## config.mk

```make
export PLATFORM = sky130hd
export DESIGN_NAME = uart_rx_buffer
export DESIGN_NICKNAME = d
export VERILOG_FILES = /design/src/rtl/uart_rx_buffer.sv
export SDC_FILE = /design/constraint.sdc
export NUM_CORES = 1
export LEC_CHECK = 0
export ABC_CLOCK_PERIOD_IN_PS = 4100
export BUFFER_PORTS_ARGS = -buffer_cell sky130_fd_sc_hd__clkbuf_2
export CORE_MARGIN = 5
export CORE_UTILIZATION = 55
export CTS_CLUSTER_SIZE = 40
export DETAILED_ROUTE_END_ITERATION = 8
export PLACE_DENSITY = 0.79
export SLEW_MARGIN = 15
export SYNTH_ARGS = -nofsm -noshare
export SYNTH_HDL_FRONTEND = slang
export SYNTH_SLANG_ARGS = --single-unit
```

## constraint.sdc

```tcl
create_clock -name clk -period 4.1 [get_ports clk]
set_input_delay 0.82 -clock clk [delete_from_list [all_inputs] [get_ports clk]]
set_output_delay 0.82 -clock clk [all_outputs]
set_load 0.05 [all_outputs]
```

## src/rtl/uart_rx_buffer.sv

```systemverilog
// 8N1 UART receiver: 2-FF input synchroniser, bit-timing FSM and a
// first-word-fall-through byte FIFO with sticky overrun / framing flags.
module uart_rx_buffer #(
   parameter int CLKS_PER_BIT = 27,
   parameter int FIFO_DEPTH   = 8
) (
   input  logic                          clk,
   input  logic                          reset,
   input  logic                          rxd,
   output logic [7:0]                    rx_data,
   output logic                          rx_valid,
   input  logic                          rx_ready,
   output logic [$clog2(FIFO_DEPTH):0]   fifo_count,
   output logic                          overrun,
   output logic                          frame_err,
   input  logic                          err_clr
);

   localparam int CW = $clog2(CLKS_PER_BIT);
   localparam int AW = $clog2(FIFO_DEPTH);
   localparam logic [CW-1:0] HALF_M1 = CW'(CLKS_PER_BIT / 2 - 1);
   localparam logic [CW-1:0] FULL_M1 = CW'(CLKS_PER_BIT - 1);
   localparam logic [AW:0]   DEPTH   = (AW + 1)'(FIFO_DEPTH);

   typedef enum logic [2:0] {IDLE, START, DATA, STOP, WAIT_HIGH} state_t;

   state_t        state, state_nx;
   logic [CW-1:0] cnt, cnt_nx;
   logic [2:0]    idx, idx_nx;
   logic [7:0]    shreg, shreg_nx;
   logic          push_q, push_nx;
   logic          ferr_q, ferr_nx;
   logic          sync1, rxs;

   logic [7:0]    mem [FIFO_DEPTH];
   logic [AW-1:0] wr_ptr, rd_ptr;
   logic          pop, wr_en;

   always_ff @(posedge clk or posedge reset) begin
      if (reset) begin
         sync1 <= 1'b1;
         rxs   <= 1'b1;
      end else begin
         sync1 <= rxd;
         rxs   <= sync1;
      end
   end

   always_ff @(posedge clk or posedge reset) begin
      if (reset) begin
         state  <= IDLE;
         cnt    <= '0;
         idx    <= '0;
         shreg  <= '0;
         push_q <= 1'b0;
         ferr_q <= 1'b0;
      end else begin
         state  <= state_nx;
         cnt    <= cnt_nx;
         idx    <= idx_nx;
         shreg  <= shreg_nx;
         push_q <= push_nx;
         ferr_q <= ferr_nx;
      end
   end

   always_comb begin
      state_nx = state;
      cnt_nx   = cnt + 1'b1;
      idx_nx   = idx;
      shreg_nx = shreg;
      push_nx  = 1'b0;
      ferr_nx  = 1'b0;
      case (state)
         IDLE: begin
            cnt_nx = '0;
            if (!rxs) state_nx = START;
         end
         START: if (cnt == HALF_M1) begin
            // mid-start-bit check rejects glitches shorter than half a bit
            cnt_nx   = '0;
            idx_nx   = '0;
            state_nx = rxs ? IDLE : DATA;
         end
         DATA: if (cnt == FULL_M1) begin
            cnt_nx   = '0;
            shreg_nx = {rxs, shreg[7:1]};
            idx_nx   = idx + 1'b1;
            if (idx == 3'd7) state_nx = STOP;
         end
         STOP: if (cnt == FULL_M1) begin
            cnt_nx   = '0;
            push_nx  = rxs;
            ferr_nx  = !rxs;
            state_nx = rxs ? IDLE : WAIT_HIGH;
         end
         WAIT_HIGH: begin
            cnt_nx = '0;
            if (rxs) state_nx = IDLE;
         end
         default: state_nx = IDLE;
      endcase
   end

   // shreg holds still in IDLE, so the push one cycle after the stop sample is safe
   assign pop      = rx_valid && rx_ready;
   assign wr_en    = push_q && ((fifo_count < DEPTH) || pop);
   assign rx_valid = (fifo_count != '0);
   assign rx_data  = mem[rd_ptr];

   always_ff @(posedge clk or posedge reset) begin
      if (reset) begin
         for (int i = 0; i < FIFO_DEPTH; i++) mem[i] <= '0;
         wr_ptr     <= '0;
         rd_ptr     <= '0;
         fifo_count <= '0;
      end else begin
         if (wr_en) begin
            mem[wr_ptr] <= shreg;
            wr_ptr      <= wr_ptr + 1'b1;
         end
         if (pop) rd_ptr <= rd_ptr + 1'b1;
         case ({wr_en, pop})
            2'b10:   fifo_count <= fifo_count + 1'b1;
            2'b01:   fifo_count <= fifo_count - 1'b1;
            default: fifo_count <= fifo_count;
         endcase
      end
   end

   // a new error event takes priority over a coincident clear
   always_ff @(posedge clk or posedge reset) begin
      if (reset) begin
         overrun   <= 1'b0;
         frame_err <= 1'b0;
      end else begin
         if (push_q && !wr_en) overrun <= 1'b1;
         else if (err_clr)     overrun <= 1'b0;
         if (ferr_q)           frame_err <= 1'b1;
         else if (err_clr)     frame_err <= 1'b0;
      end
   end

endmodule

```

==> results.py <==
metrics = {
    "route": {
        "dr.pass1.iters": 6,
        "vias_per_cell": 5.93,
        "post-route-drc-count": 0,
        "wl_met1_um": 3930,
        "dr_wl_met2_um": 4360,
        "ant_nets": 0,
        "wl_per_cell_um": 18.9,
        "top_layer": "met4",
        "drtIter0Drc": 133,
        "routed_wl_um": 8630,
        "vias": 2710,
        "wl_met3_um": 227,
    },
    "synth": {
        "syn_nets": 349,
        "yosys.area_share.simple": 0.0829,
        "yosysTopAreaCell": "dfrtp_1",
        "synth-compound-area-share": 0.0464,
        "yosys-top-cells-count": "dfrtp_1 (97), mux2_2 (75), mux4_2 (16), inv_1 (12), ha_1 (10)",
        "synth-main-ff-cell": "dfrtp_1",
        "synth_warnings": 0,
        "synth.cell_area_um2": 4800,
        "synth_top_family_by_area": "multiplexers",
        "synth_top_area_share": 0.506,
        "ys_seq_area_frac": 0.517,
        "synth_area_leaders": "dfrtp_1 (51%), mux2_2 (18%), mux4_2 (7.5%)",
        "synthAdderAreaFrac": 0.0302,
        "avgSynthCellArea_um2": 14.4,
        "synth_xor_area_frac": 0.0128,
        "synthCells": 333,
        "yosysMostFrequentCell": "dfrtp_1",
        "synth_edf_count": 0,
        "synth.distinct_cells": 56,
        "synthMuxAreaShare": 0.278,
        "async_reset_ff_frac": 1.00,
        "yosys_register_bits": 99,
    },
    "worst_setup_path": {
        "start_kind": "register",
        "worstPathArrival_ns": 2.22,
        "cp_max_fo": 18,
        "cp.required_ns": 3.28,
        "crit_type": "register to output port",
        "end_kind": "output port",
    },
    "floorplanning": {
        "fp-row-count": 34,
        "coreArea_um2": 8590,
        "dieArea_um2": 10700,
        "die_w_um": 103,
        "num_io_pins": 20,
        "initial_utilization": 0.559,
        "die_h_um": 103,
    },
    "finish": {
        "fin_area_um2": 5150,
        "syn2layout_area_growth_pct": 7.32,
        "diodes": 0,
        "final_layout_size_suffix_gt1_frac": 0.427,
        "fin_nets": 360,
    },
    "timing": {
        "setup_viol": 0,
        "finalClockSkew_ns": 0.0115,
        "hold_viol_final": 0,
        "rsz0062_at_grt": "no",
        "fin_crit_sh": 0.742,
        "setup-tns-final_ns": 0,
        "max_slew_margin": 0.420,
        "fmax_ghz": 0.329,
        "maxSlewViolCount": 0,
        "period_minus_slack_ns": 3.04,
        "tightest_slew_ns": 0.866,
    },
    "clock_tree": {
        "path_clk_slew_ns": 0.10,
        "hold_buffers": 0,
        "clk_latency_ns": 0.36,
        "htreeDepth": 3,
        "cts_root_buf": "clkbuf_8",
        "cts_tree": "yes",
        "cts_made_buffers": 9,
        "clock_sinks": 99,
        "cts_buffer_depth": 2,
        "cts_resized": 0,
        "post_cts_buffers": 0,
    },
    "placement": {
        "dp_hpwl_um": 5740,
        "place_area_um2": 4940,
        "port_buffers": 19,
        "globalplace.congestion": 0.758,
    },
    "min_path": {
        "hold_class": "register to register",
    },
    "pwr": {
        "leakagePower_nw": 2.55,
        "power.density_nw_per_um2": 486,
        "peakVddDrop_v": 0.000317,
    },
    "global_route": {
        "grt_pass1_wl_um": 14800,
        "antenna_found_initial": 0,
        "grt_pass1_vias": 2896,
        "grt_max_degree": 46,
        "grt_overflow": 0,
        "grt_usage": 0.183,
    },
    "job": {
        "maxCapViolCount": 0,
    },
    "outcome": {
        "status": "completed",
    },
}
## power breakdown
group	internal [mW]	switching, mW
Combinational	0.273	0.354
Sequential	1.05	0.170
Clock	0.294	0.362
## sequential cells by signal, indices dropped and copies added (netlist names)
name,flops
frame_err,1
rd_ptr,3
ferr_q,1
state,3
wr_ptr,3
fifo_count,4
overrun,1
push_q,1
shreg,8
cnt,5
mem,64
rxs,1
sync1,1
idx,3
## final timing paths
kind                                        endpoint                 startpoint  cells after the start  slack, ns
max                                       rx_data[4]      rd_ptr[1]$_DFFE_PP0P_                      3       1.06
min                                    rxs$_DFF_PP1_            sync1$_DFF_PP1_                      0       0.36
max reg2reg                fifo_count[3]$_DFFE_PP0P_  fifo_count[3]$_DFFE_PP0P_                      8       1.17
min reg2reg                            rxs$_DFF_PP1_            sync1$_DFF_PP1_                      0       0.36
max in group asynchronous            sync1$_DFF_PP1_                      reset                      3       2.79
min in group asynchronous      wr_ptr[1]$_DFFE_PP0P_                      reset                      2       0.50
## worst max-delay path: stages, from the launching register on
cell and delay, ns:
dfrtp_1 0.92, mux4_2 0.41, mux2_2 0.29, clkbuf_2 0.24
## metrics by stage
stage               power (mW)  utilization  hold slack (ns)  setup WS [ns]  std cells
floorplan                 1.74            -            0.345          0.693        333
global placement          1.85        0.575            0.346           1.17        441
detailed placement        1.87        0.575            0.347           1.08        441
CTS                       2.53        0.600            0.361           1.02        457
global route              2.66        0.600            0.367          0.946        457
finish                    2.51        0.600            0.361           1.06        457
## placed cells by master, fill, tap and decap left out, drive strengths merged, types with 7 or more instances in the layout
| cell | count |
|---|---|
| nand3 | 7 |
| dfrtp | 97 |
| nor2 | 7 |
| a21oi | 7 |
| mux4 | 16 |
| mux2 | 83 |
| ha | 10 |
| clkbuf | 28 |
| inv | 14 |
## logic make-up after synthesis
logic type	count (synthesis)
AOI/OAI and AO/OA	30
xor gates and xnor gates	7
adders and majority gates	11
buffers and inverters	34
DFF	99
muxes	100
and+or+nand+nor	52
## cell type report
cell class                 instances  area (um^2)
fill                             685         3440
sequential                        99         2480
multi-input combinational        200         2160
tap                              108          135
clock buffer                       9          124
timing repair buffer              22          118
clock inverter                     7         86.3
inverter                          12         47.5
## metal layers
layer	up-vias	track usage
li1	1255	-
met1	1401	0.247
met2	45	0.302
met3	9	0.0302
met4	0	0.0598
met5	-	0
Power figures use the tool's default switching activity.
